File: src/rtl/ps2_pkg.sv
// Shared constants, deframer state type and frame check helper for the PS/2 receiver.
package ps2_pkg;

    localparam int   PS2_FRAME_BITS = 11;
    localparam logic PS2_START      = 1'b0;
    localparam logic PS2_STOP       = 1'b1;

    typedef enum logic {
        IDLE = 1'b0,
        RECV = 1'b1
    } ps2_state_t;

    // A frame is good when data+parity carry odd parity and the stop bit is high.
    function automatic logic frame_ok(input logic [8:0] data_par, input logic stop_bit);
        return (^data_par) & (stop_bit == PS2_STOP);
    endfunction

endpackage

File: src/rtl/ps2_rx_if.sv
// Downstream read handshake and status of the PS/2 receiver.
interface ps2_rx_if;

    logic       rd_en;
    logic [7:0] data;
    logic       valid;
    logic       overflow;
    logic       frame_err;

    modport master (input rd_en, output data, output valid, output overflow, output frame_err);
    modport slave  (output rd_en, input data, input valid, input overflow, input frame_err);

endinterface

File: src/rtl/ps2_fifo.sv
// Synchronous show-ahead FIFO; a read on a full FIFO lets a same-cycle write in.
module ps2_fifo #(
    parameter int WIDTH = 8,
    parameter int DEPTH = 8
) (
    input  logic             clk,
    input  logic             rst,
    input  logic             wr_en,
    input  logic [WIDTH-1:0] wr_data,
    input  logic             rd_en,
    output logic [WIDTH-1:0] rd_data,
    output logic             full,
    output logic             empty
);

    localparam int AW = $clog2(DEPTH);

    logic [AW:0]      wr_ptr_r;
    logic [AW:0]      rd_ptr_r;
    logic [WIDTH-1:0] mem_r [DEPTH];
    logic             rd_acc_s;
    logic             wr_acc_s;

    assign empty    = (wr_ptr_r == rd_ptr_r);
    assign full     = (wr_ptr_r[AW] != rd_ptr_r[AW]) && (wr_ptr_r[AW-1:0] == rd_ptr_r[AW-1:0]);
    assign rd_acc_s = rd_en & ~empty;
    assign wr_acc_s = wr_en & (~full | rd_acc_s);
    assign rd_data  = mem_r[rd_ptr_r[AW-1:0]];

    // Pointer and storage update.
    always_ff @(posedge clk or negedge rst) begin
        if (!rst) begin
            wr_ptr_r <= '0;
            rd_ptr_r <= '0;
            for (int i = 0; i < DEPTH; i++) begin
                mem_r[i] <= '0;
            end
        end else begin
            if (wr_acc_s) begin
                mem_r[wr_ptr_r[AW-1:0]] <= wr_data;
                wr_ptr_r                <= wr_ptr_r + {{AW{1'b0}}, 1'b1};
            end
            if (rd_acc_s) begin
                rd_ptr_r <= rd_ptr_r + {{AW{1'b0}}, 1'b1};
            end
        end
    end

endmodule

File: src/rtl/ps2_rx.sv
// PS/2 device-to-host receiver: pin synchronisers, 11-bit deframer with idle
// timeout, and a show-ahead scan-code FIFO.
module ps2_rx
    import ps2_pkg::*;
#(
    parameter int FIFO_DEPTH     = 8,
    parameter int TIMEOUT_CYCLES = 5000
) (
    input  logic     clk,
    input  logic     rst,
    input  logic     ps2_clk,
    input  logic     ps2_data,
    ps2_rx_if.master bus
);

    localparam int IW = $clog2(TIMEOUT_CYCLES + 1);

    logic [2:0]  clk_sync_r;
    logic [1:0]  data_sync_r;
    logic        fall_s;
    logic        bit_s;

    ps2_state_t  state_r, state_next_s;
    logic [3:0]  cnt_r, cnt_next_s;
    logic [8:0]  shift_r, shift_next_s;
    logic [IW-1:0] idle_r;
    logic        good_s;
    logic        err_s;

    logic        frame_err_r;
    logic        overflow_r;
    logic        full_s;
    logic        empty_s;
    logic        rd_acc_s;
    logic        drop_s;
    logic [7:0]  fifo_data_s;

    assign fall_s = clk_sync_r[2] & ~clk_sync_r[1];
    assign bit_s  = data_sync_r[1];

    // Pin synchronisers; reset to the idle bus level.
    always_ff @(posedge clk or negedge rst) begin
        if (!rst) begin
            clk_sync_r  <= 3'b111;
            data_sync_r <= 2'b11;
        end else begin
            clk_sync_r  <= {clk_sync_r[1:0], ps2_clk};
            data_sync_r <= {data_sync_r[0], ps2_data};
        end
    end

    // Idle counter: cleared on each falling PS/2 edge, saturates at the timeout.
    always_ff @(posedge clk or negedge rst) begin
        if (!rst) begin
            idle_r <= '0;
        end else if (fall_s) begin
            idle_r <= '0;
        end else if (idle_r != IW'(TIMEOUT_CYCLES)) begin
            idle_r <= idle_r + {{(IW-1){1'b0}}, 1'b1};
        end else begin
            idle_r <= idle_r;
        end
    end

    // Deframer state register.
    always_ff @(posedge clk or negedge rst) begin
        if (!rst) begin
            state_r <= IDLE;
            cnt_r   <= 4'd0;
            shift_r <= 9'd0;
        end else begin
            state_r <= state_next_s;
            cnt_r   <= cnt_next_s;
            shift_r <= shift_next_s;
        end
    end

    // Deframer next state: shift bits 1..9 LSB-first, judge the frame on the stop bit.
    always_comb begin
        state_next_s = state_r;
        cnt_next_s   = cnt_r;
        shift_next_s = shift_r;
        good_s       = 1'b0;
        err_s        = 1'b0;
        case (state_r)
            IDLE: begin
                if (fall_s && (bit_s == PS2_START)) begin
                    state_next_s = RECV;
                    cnt_next_s   = 4'd1;
                end else begin
                    cnt_next_s   = 4'd0;
                end
            end
            RECV: begin
                if (fall_s) begin
                    if (cnt_r == 4'(PS2_FRAME_BITS - 1)) begin
                        state_next_s = IDLE;
                        cnt_next_s   = 4'd0;
                        if (frame_ok(shift_r, bit_s)) begin
                            good_s = 1'b1;
                        end else begin
                            err_s  = 1'b1;
                        end
                    end else begin
                        shift_next_s = {bit_s, shift_r[8:1]};
                        cnt_next_s   = cnt_r + 4'd1;
                    end
                end else if (idle_r == IW'(TIMEOUT_CYCLES)) begin
                    state_next_s = IDLE;
                    cnt_next_s   = 4'd0;
                    err_s        = 1'b1;
                end else begin
                    state_next_s = RECV;
                end
            end
            default: begin
                state_next_s = IDLE;
                cnt_next_s   = 4'd0;
            end
        endcase
    end

    assign rd_acc_s = bus.rd_en & ~empty_s;
    assign drop_s   = good_s & full_s & ~rd_acc_s;

    // Status flags; a drop outranks a clearing read in the same cycle.
    always_ff @(posedge clk or negedge rst) begin
        if (!rst) begin
            frame_err_r <= 1'b0;
            overflow_r  <= 1'b0;
        end else begin
            frame_err_r <= err_s;
            if (drop_s) begin
                overflow_r <= 1'b1;
            end else if (rd_acc_s) begin
                overflow_r <= 1'b0;
            end else begin
                overflow_r <= overflow_r;
            end
        end
    end

    ps2_fifo #(
        .WIDTH (8),
        .DEPTH (FIFO_DEPTH)
    ) u_fifo (
        .clk     (clk),
        .rst     (rst),
        .wr_en   (good_s),
        .wr_data (shift_r[7:0]),
        .rd_en   (bus.rd_en),
        .rd_data (fifo_data_s),
        .full    (full_s),
        .empty   (empty_s)
    );

    assign bus.data      = fifo_data_s;
    assign bus.valid     = ~empty_s;
    assign bus.overflow  = overflow_r;
    assign bus.frame_err = frame_err_r;

endmodule
File: src/flat_wrapper.sv
// flat-port wrapper written by rule: the top's interface ports become plain ports
module ps2_rx_flat import ps2_pkg::*;
#(
    parameter int FIFO_DEPTH     = 8,
    parameter int TIMEOUT_CYCLES = 5000
)
  (clk, rst, ps2_clk, ps2_data, bus_rd_en, bus_data, bus_valid, bus_overflow, bus_frame_err);
  ps2_rx_if bus_i ();
  input  logic clk;
  input  logic rst;
  input  logic ps2_clk;
  input  logic ps2_data;
  input wire logic [$bits(bus_i.rd_en)-1:0] bus_rd_en;
  output wire logic [$bits(bus_i.data)-1:0] bus_data;
  output wire logic [$bits(bus_i.valid)-1:0] bus_valid;
  output wire logic [$bits(bus_i.overflow)-1:0] bus_overflow;
  output wire logic [$bits(bus_i.frame_err)-1:0] bus_frame_err;
  assign bus_i.rd_en = bus_rd_en;
  assign bus_data = bus_i.data;
  assign bus_valid = bus_i.valid;
  assign bus_overflow = bus_i.overflow;
  assign bus_frame_err = bus_i.frame_err;
  ps2_rx #(.FIFO_DEPTH(FIFO_DEPTH), .TIMEOUT_CYCLES(TIMEOUT_CYCLES)) u_core (.clk(clk), .rst(rst), .ps2_clk(ps2_clk), .ps2_data(ps2_data), .bus(bus_i));
endmodule
File: config.mk
export PLATFORM = sky130hd
export DESIGN_NAME = ps2_rx_flat
export DESIGN_NICKNAME = d
export VERILOG_FILES = /design/src/rtl/ps2_pkg.sv /design/src/rtl/ps2_rx_if.sv /design/src/rtl/ps2_fifo.sv /design/src/rtl/ps2_rx.sv /design/src/flat_wrapper.sv
export SDC_FILE = /design/constraint.sdc
export NUM_CORES = 1
export LEC_CHECK = 0
export BUFFER_PORTS_ARGS = -buffer_cell sky130_fd_sc_hd__buf_4
export CAP_MARGIN = 20
export CORE_MARGIN = 2
export CORE_UTILIZATION = 60
export CTS_BUF_LIST = sky130_fd_sc_hd__clkbuf_4 sky130_fd_sc_hd__clkbuf_8
export CTS_CLUSTER_SIZE = 14
export DETAILED_ROUTE_END_ITERATION = 16
export GPL_TIMING_DRIVEN = 0
export PLACE_DENSITY = 0.81
export SLEW_MARGIN = 20
export SYNTH_ARGS = -nofsm -noshare
export SYNTH_HDL_FRONTEND = slang
export SYNTH_SLANG_ARGS = --single-unit
File: constraint.sdc
create_clock -name clk -period 2.9 [get_ports clk]
set_clock_uncertainty 0.05 [all_clocks]
set_input_delay 0.435 -clock clk [delete_from_list [all_inputs] [get_ports clk]]
set_output_delay 0.435 -clock clk [all_outputs]
set_load 0.05 [all_outputs]
### After elaboration in Yosys (flattened, before gate mapping)

Index checks and enable logic that the tools add are counted.

| storage, ports and cells | value |
|---|---|
| flip-flop bits (word level) | 106 |
| output and inout port bits | 11 |
| logic and storage cells | 84 |

| cells by class | value |
|---|---|
| add/sub/neg operators | 4 |
| $lt $le $gt $ge | 3 |
| equality and inequality tests | 7 |
| multiplexer cells | 29 |
| bitwise logic cells | 16 |
| reductions and logical operators | 7 |

Operators by type and width:

| cell | number |
|---|---|
| 64-bit bitwise mux | 1 |
| 13-bit 2-to-1 mux | 2 |
| 8-bit binary-select mux with 3-bit select | 1 |
| 8-bit demux with 3-bit select | 1 |
| 8-bit 2-to-1 mux | 3 |
| 1-bit 2-to-1 mux | 16 |
| 13-bit by 1-bit adder with 13-bit output, second input constant | 1 |
| 13-bit equality test, second input constant | 1 |
| 13-bit inequality test, second input constant | 1 |
| 4-bit by 1-bit adder with 4-bit output, second input constant | 3 |
| 4-bit 2-to-1 mux | 3 |
| 9-bit XOR reduction | 1 |
| 4-bit greater-or-equal comparator, second input constant | 2 |
| 3-bit inverter with 4-bit output | 2 |
| 4-bit case mux with 2 select lines | 1 |
| 1-bit inverter | 7 |
| 1-bit AND | 6 |
| 4-bit equality test | 1 |
| 4-bit equality test, second input constant | 1 |
| 4-bit by 1-bit < comparator with 1-bit output, second input constant | 1 |
| 2-bit nonzero test | 2 |
| 3-bit equality test | 1 |
| 1-bit logical AND | 3 |
| 3-bit by 2-bit inequality test with 1-bit output, second input constant | 1 |
| 4 further kinds | 4 |

### Depth between registers and ports, before layout

Gate-level depths: netlist of the first run.

| logic depth | value |
|---|---|
| depth after elaboration | 9 |
| mapped depth | 7 |
| depth with buffers taken out | 7 |

### By module

A second synthesis of the first run with hierarchy kept.

| unflattened totals | value |
|---|---|
| cell total of the unflattened synthesis | 362 |
| area total of the unflattened synthesis | 5123.7 sq um |

Modules (own cells, without submodules):

| module | times used | cells each | area each (sq um) | sequential area each (sq um) |
|---|---|---|---|---|
| ps2_fifo | 1 | 215 | 3450.8 | 1801.7 |
| ps2_rx | 1 | 147 | 1672.9 | 857.1 |

### Worst setup path after synthesis of the first run

OpenSTA, ideal clock, no wires.

| timing path | value |
|---|---|
| kind | register to output |
| from | register u_core.u_fifo.rd_ptr_r[0] |
| to | output port bus_data[0] |
| data arrival time | 2066 ps |
| path slack | 349 ps |
| stages on the path, launching flop included | 5 |
| cell sequence | dfrtp_1 > buf_2 > buf_1 > mux4_2 > mux2_2 |

| on the way | value |
|---|---|
| cells in the longest elaborated chain, start to end | 4 |

Ends and longest elaborated chain:

| what | line | RTL |
|---|---|---|
| from (decl) | ps2_fifo.sv:19 | `logic [AW:0] rd_ptr_r;` |
| from (signal assigned) | ps2_fifo.sv:44 | `rd_ptr_r <= rd_ptr_r + {{AW{1'b0}}, 1'b1};` |
| 3-bit inverter with 4-bit output (not written as such) | ps2_fifo.sv:28 | `assign rd_data = mem_r[rd_ptr_r[AW-1:0]];` |
| 8-bit binary-select mux with 3-bit select | ps2_fifo.sv:28 |  |
| 8-bit 2-to-1 mux (not written as such) (2 in a row) | ps2_fifo.sv:28 |  |
| to (decl) | flat_wrapper.sv:14 | `output wire logic [$bits(bus_i.data)-1:0] bus_data;` |

No other way between the ends. The select of a mux whose other input is x is not followed.

### Worst setup path in the final report of the first run

| timing path | value |
|---|---|
| from | register u_core.shift_r[2] |
| to | register u_core.u_fifo.mem_r[41] (netlist bit) |

| on the way | value |
|---|---|
| cells in the longest elaborated chain, start to end | 7 |

Ends and longest elaborated chain:

| what | line | RTL |
|---|---|---|
| from (decl) | ps2_rx.sv:25 | `logic [8:0] shift_r, shift_next_s;` |
| from (signal assigned) | ps2_rx.sv:74 | `shift_r <= shift_next_s;` |
| 9-bit XOR reduction | ps2_pkg.sv:15 | `return (^data_par) & (stop_bit == PS2_STOP);` |
| 1-bit AND | ps2_pkg.sv:15 |  |
| 1-bit 2-to-1 mux | ps2_rx.sv:99 | `if (frame_ok(shift_r, bit_s)) begin` |
| 1-bit 2-to-1 mux | ps2_rx.sv:96 | `if (cnt_r == 4'(PS2_FRAME_BITS - 1)) begin` |
| 1-bit 2-to-1 mux | ps2_rx.sv:95 | `if (fall_s) begin` |
| 1-bit 2-to-1 mux | ps2_rx.sv:85 | `case (state_r)` |
| 1-bit AND | ps2_fifo.sv:27 | `assign wr_acc_s = wr_en & (~full \| rd_acc_s);` |
| to (signal, indexed assignment) | ps2_fifo.sv:40 | `mem_r[wr_ptr_r[AW-1:0]] <= wr_data;` |
| to (decl) | ps2_fifo.sv:20 | `logic [WIDTH-1:0] mem_r [DEPTH];` |

No other way between the ends.
A chain may end at the register's enable or synchronous reset.

==> flow_summary.toml, run 1 <==
[placement]
numPortBuffers = 15
placed_cell_area_mm2 = 0.00530
dp_hpwl_um = 5780
globalplace.congestion = 0.788
placedCellCount = 479

[clock_network]
cts_root_buffer = "clkbuf_8"
clk_path_buf_depth = 2
cts_tree = "built"
h-tree-depth = 3
worstSkewPairLatency_ns = 0.36
cts_buffers = 9
cts.reportedPaths.clkPinSlew_ns = 0.10
cts.sinks = 106
cts_hold_buf = 0

[job]
maxCapViolCount = 0

[setup_path]
crit_arrival_ns = 3.00
worst-path-max-fanout = 10
rr_worst_depth = 6
worstReg2RegStart = "u_core.shift_r[2]"
slowest_delay_ns = 0.76
required_ns = 3.10
worst_path_dominant_cell_family = "XOR/XNOR gates"
cp-end-kind = "flop"
cp-start-kind = "flop"
crit_slowest_cell = "nor4_4"
crit_type = "flop to flop"
path_cells = "xor2_1, xnor3_1, xnor2_2, buf_6, nor4_4, mux2_2"
rr_endpoint = "u_core.u_fifo.mem_r[41]"
critical_path_buf_inv_count = 1
ff2ff_setup_slack_ns = 0.10

[hold_path]
holdPathEnd = "u_core.data_sync_r[0]"
hold_path.class = "primary input to flop"
holdPathStages = 1
worstHoldStart = "ps2_data"

[sta]
hold_viol = 0
slew_violations = 0
fmax_mhz = 357
rsz0062_at_grt = "false"
max_slew_margin_pct = 37.8
whs_ns = 0.121
setup_viol = 0
setup_tns_ns = 0
period_share_pct = 96.5
worst_pin_slew_ns = 0.933
period_minus_slack_ns = 2.80

[die]
io_pins = 16
die_w_um = 95.8
die_area_mm2 = 0.00917
initial_core_util_pct = 61.8
coreArea_mm2 = 0.00818
die_h_um = 95.8
core.rowCount = 33

[finish]
fill_cells = 589
diodes = 0
stdcell_area_mm2 = 0.00554
area_delta_synth_final_pct = 9.53
fin_util_pct = 67.7
final_nets = 398
fin_cells = 497
drive_gt1_share_pct = 39.3

[routing]
first_iter_violations = 137
vias_per_cell = 5.85
ant_nets = 0
drc = 0
wire_per_inst_um = 18.4
firstDrtPassIters = 4
drt_wl_total_um = 9150
num_vias = 2907

[power]
power.density_mw_per_mm2 = 703
ir_drop_v = 0.000603
p_leak_nw = 2.58

[synthesis]
synth_area_per_cell_um2 = 14.1
synth_area_mm2 = 0.00505
synth_area_leaders = "dfrtp_1, mux2_2, mux4_2, nor4_4, dfstp_2"
yosysUniqueCellTypes = 42
syn_inst = 359
syn_nets = 370
synth-seq-cells = 106
yosysWarnings = 0
ys_seq_area_share_pct = 52.6
synth_top_cell_by_area = "dfrtp_1"
synth_top_area_share_pct = 50.0

[grt]
grt_first_pass_wirelength_um = 15100
grt_pass1_vias = 2946
grt_max_degree = 107
grt_overflow_total = 0
antenna_found_initial = 0
grt.total_usage_pct = 22.2

[status]
status = "finished, final reports clean"
## layer usage
layer  GRT usage (%)  share of wire [%]  vias to the layer above
li1                -                  -                     1338
met1            32.2                 48                     1526
met3            4.46                2.5                        7
met5               0                  0                        -
met2            34.4                 48                       36
met4            6.31               0.93                        0
## state kept, by name (all words and copies together) (netlist names)
signal / count
u_core.u_fifo.mem_r: 64
u_core.idle_r: 13
u_core.shift_r: 9
u_core.cnt_r: 4
u_core.u_fifo.rd_ptr_r: 4
u_core.u_fifo.wr_ptr_r: 4
u_core.clk_sync_r: 3
u_core.data_sync_r: 2
u_core.bus.frame_err: 1
u_core.bus.overflow: 1
u_core.state_r: 1
## synthesized netlist by cell type
library cell / number
nor4b_1: 2
nand4_1: 4
and3b_1: 1
and3_1: 3
dfstp_2: 5
a31oi_1: 1
inv_1: 6
buf_6: 1
mux2_1: 4
nand3b_1: 4
mux2i_1: 1
nor2b_1: 1
o21ai_0: 4
nor2_1: 19
or3_1: 1
nor3b_1: 1
o2111ai_1: 1
and4b_1: 1
nor4bb_1: 1
clkbuf_1: 8
xnor2_1: 15
and2_1: 2
buf_1: 8
nand2_1: 12
or3b_2: 2
nand2b_1: 3
nor3_1: 4
nand3_1: 9
or4_1: 1
dfrtp_1: 101
mux2_2: 79
a31o_2: 1
nor4_4: 8
buf_2: 5
ha_1: 6
a21o_1: 2
xnor3_1: 1
xor2_1: 10
mux4_2: 16
a21oi_1: 2
xnor2_2: 2
o22ai_1: 1
## cells in the final DEF, fill, tap and decap left out, types with 2 or more instances in the layout
master,Yosys,routed
dfrtp_1,101,101
mux2_2,79,79
nor2_1,19,19
buf_4,0,17
mux4_2,16,16
xnor2_1,15,15
nand2_1,12,12
clkbuf_8,0,11
xor2_1,10,10
nand3_1,9,9
nor4_4,8,8
clkbuf_1,8,7
buf_1,8,7
inv_1,6,6
ha_1,6,6
dfstp_2,5,5
buf_2,5,4
nand4_1,4,4
nor3_1,4,4
o21ai_0,4,4
nand3b_1,4,4
mux2_1,4,4
buf_6,1,3
nand2b_1,3,3
and3_1,3,3
nor4b_1,2,2
a21o_1,2,2
xnor2_2,2,2
a21oi_1,2,2
and2_1,2,2
or3b_2,2,2
## worst register-to-register path, stage by stage, from the launching register on
cell,delay (ns)
dfrtp_1,0.41
xor2_1,0.18
xnor3_1,0.46
xnor2_2,0.21
buf_6,0.20
nor4_4,0.76
mux2_2,0.42
## repair_timing
item | 4_1_cts | 5_1_grt
endpoints found under the setup margin | 8 | 37
buffers inserted | 0 | 3
pin swaps | 0 | 4
gates resized for setup | 6 | 1
## cells by family after synthesis
group / share of synthesized area, %
adder cells (fa/ha/maj): 1.49
buffers and inverters: 2.35
flip-flops: 52.6
multiplexers: 25.8
AND/OR/NAND/NOR: 10.8
XOR/XNOR: 5.42
AO/OA/AOI/OAI: 1.49
## power breakdown
part | switching (W) | leakage [nW] | internal [W] | total, W
registers | 0.0000863 | 1.44 | 0.00158 | 0.00167
clock network | 0.000507 | 0.102 | 0.000379 | 0.000886
logic | 0.000841 | 1.04 | 0.000498 | 0.00134
## layout make-up
cell class | instances | area, um2 | share of cell area (%)
well taps | 105 | 131 | 2.37
clock inverters | 4 | 33.8 | 0.610
flip-flops and latches | 106 | 2660 | 48.0
repair buffers | 18 | 151 | 2.73
inverters | 6 | 22.5 | 0.407
plain buffers | 21 | 103 | 1.85
multi-input cells | 225 | 2280 | 41.1
clock buffers | 12 | 159 | 2.87
## metrics by stage
step	total power, W	setup slack [ns]
floorplan	0.00274	0.349
global placement	0.00298	-0.0925
detailed placement	0.00305	-0.132
CTS	0.00393	0.0413
global route	0.00410	0.00485
finish	0.00389	0.101
## worst max-delay path by stage
| stage | startpoint | endpoint | slack (ns) | cells past startpoint |
|---|---|---|---|---|
| final | u_core.shift_r[2] | u_core.u_fifo.mem_r[41] | 0.10 | 6 |
| after global routing | u_core.clk_sync_r[2] | u_core.u_fifo.mem_r[19] | 0.005 | 6 |
| after CTS | u_core.clk_sync_r[2] | u_core.u_fifo.mem_r[33] | 0.04 | 6 |
| after detailed placement | u_core.u_fifo.rd_ptr_r[0] | bus_data[4] | -0.13 | 5 |
| after global placement | u_core.u_fifo.rd_ptr_r[0] | bus_data[7] | -0.09 | 5 |
| after floorplan | u_core.u_fifo.rd_ptr_r[0] | bus_data[0] | 0.35 | 4 |
No activity file was read; power rests on OpenSTA's default activity.
==> inputs of run 2 (changes only) <==
--- a/config.mk
+++ b/config.mk
@@ -7,6 +7,7 @@
 export LEC_CHECK = 0
 export BUFFER_PORTS_ARGS = -buffer_cell sky130_fd_sc_hd__buf_4
 export CAP_MARGIN = 20
+export CORE_ASPECT_RATIO = 1.4
 export CORE_MARGIN = 2
 export CORE_UTILIZATION = 60
 export CTS_BUF_LIST = sky130_fd_sc_hd__clkbuf_4 sky130_fd_sc_hd__clkbuf_8
==> run 2 against run 1 <==
Against the previous run:
- first-iteration DRC count is 35% higher
- final cell count grew 0.40%
- count of clock-buffer cells in the layout is 1 lower
- sequential share of layout area down 0.32 points
- sequential power hardly changed
- flip-flop and latch count is the same
- register-to-register slack gained 0.04 ns
- combinational power hardly changed
- hold slack lost 0.022 ns
- via count decreased by 0.93%
- routed wire length up 3.3%
- core utilization up 0.68 points
==> flow_summary.toml, run 2 (synthesis gave the netlist of run 1 again) <==
[sta]
period_minus_slack_ns = 2.76
fmax_mhz = 362
worst_pin_slew_ns = 0.961
hold_viol = 0
slew_violations = 0
max_slew_margin_pct = 35.9
setup_tns_ns = 0
setup_viol = 0
rsz0062_at_grt = "false"
period_share_pct = 95.3
whs_ns = 0.0993

[setup_path]
required_ns = 3.10
worst_path_dominant_cell_family = "simple AND/OR/NAND/NOR gates"
crit_slowest_cell = "nor4_4"
critical_path_buf_inv_count = 2
slowest_delay_ns = 0.61
ff2ff_setup_slack_ns = 0.14
crit_type = "flop to flop"
path_cells = "nor2b_1, clkbuf_1, nand4_1, buf_2, nor4_4, mux2_2"
worst-path-max-fanout = 10
cp-end-kind = "flop"
cp-start-kind = "flop"
crit_arrival_ns = 2.96

[routing]
drc = 0
num_vias = 2880
vias_per_cell = 5.77
wire_per_inst_um = 18.9
ant_nets = 0
drt_wl_total_um = 9450
firstDrtPassIters = 4
first_iter_violations = 185

[finish]
fin_cells = 499
final_nets = 403
final_common_cell = "dfrtp_1"
fin_util_pct = 68.4
largestRegisters = "u_core.u_fifo.mem_r x64, u_core.idle_r x13, u_core.shift_r x9"
diodes = 0
drive_gt1_share_pct = 40.1
layout_common_cells = "dfrtp_1, mux2_2, buf_4, nor2_1, mux4_2"
largest_reg_flops = 64
area_delta_synth_final_pct = 10.3
largest_register = "u_core.u_fifo.mem_r"

[clock_network]
cts_tree = "built"
clk_path_buf_depth = 2
h-tree-depth = 3
worstSkewPairLatency_ns = 0.36
cts_hold_buf = 0
cts.sinks = 106
cts_root_buffer = "clkbuf_8"
cts.reportedPaths.clkPinSlew_ns = 0.09
cts_buffers = 9

[grt]
grt_most_used_layer = "met2"
grt_overflow_total = 0
grt_first_pass_wirelength_um = 15800
grt_max_degree = 107
grt.total_usage_pct = 23.1
grtUsageMet3_pct = 4.18
grt.met1_usage_pct = 30.5
grtUsageMet2_pct = 38.3
antenna_found_initial = 0
grt_pass1_vias = 3094

[status]
status = "finished, final reports clean"

[power]
ir_drop_v = 0.000834
power.density_mw_per_mm2 = 708
p_leak_nw = 2.61

[hold_path]
hold_path.class = "primary input to asynchronous set/reset pin"

[job]
maxCapViolCount = 0

[die]
die_area_mm2 = 0.00919
initial_core_util_pct = 62.0
io_pins = 16
die_w_um = 81.6
coreArea_mm2 = 0.00815
core.rowCount = 39
die_h_um = 113

[placement]
dp_hpwl_um = 6230
numPortBuffers = 15
globalplace.congestion = 0.826
placedCellCount = 476
[run 2: cell types whose count changed in the layout (fill, tap and decap cells not counted), sizes merged]
cell | previous run | this run
buf | 32 | 36
bufinv | 0 | 1
inv | 8 | 6
clkinv | 2 | 4
[run 2: final cells by class]
type                            count  area [um2]
Sequential cell                   106        2660
Inverter                            6        22.5
Multi-Input combinational cell    225        2280
Clock inverter                      5        53.8
Timing Repair Buffer               22         181
Fill cell                         582        2570
Tap cell                          102         128
Clock buffer                       11         145
Buffer                             22         108
[run 2: path summary, 6_finish.rpt]
path / from / end / cells past startpoint
min reg2reg: u_core.data_sync_r[0] / u_core.data_sync_r[1] / 0
max reg2reg: u_core.clk_sync_r[2] / u_core.u_fifo.mem_r[35] / 6
max in group asynchronous: rst / u_core.idle_r[0] / 1
min in group clk: ps2_data / u_core.data_sync_r[0] / 1
min: rst / u_core.u_fifo.mem_r[16] / 1
max: u_core.clk_sync_r[2] / u_core.u_fifo.mem_r[35] / 6
[run 2: stage by stage]
step / total power [W] / setup slack [ns] / cell area (um2)
6_report: 0.00395 / 0.138 / 5570
5_1_grt: 0.00416 / 0.00567 / 5570
4_1_cts: 0.00398 / 0.00749 / 5510
3_5_place_dp: 0.00305 / -0.149 / 5300
3_3_place_gp: 0.00301 / -0.183 / 5300
2_1_floorplan: 0.00274 / 0.349 / 5050
[run 2: power breakdown]
group	internal, W	switching [W]	leakage, nW
Sequential	0.00158	0.0000814	1.44
Clock	0.000430	0.000486	0.106
Combinational	0.000504	0.000863	1.06
[run 2: per-layer routing]
layer | wire length [um] | up-vias
met1 | 4150 | 1481
met2 | 4960 | 43
met4 | 131 | 0
met3 | 219 | 9
li1 | - | 1347
met5 | 0 | -
[run 2: timing repair]
action | CTS | global route
pin swaps | 0 | 7
resized for setup | 7 | 1
endpoints found under the setup margin | 8 | 59
setup buffers | 0 | 7
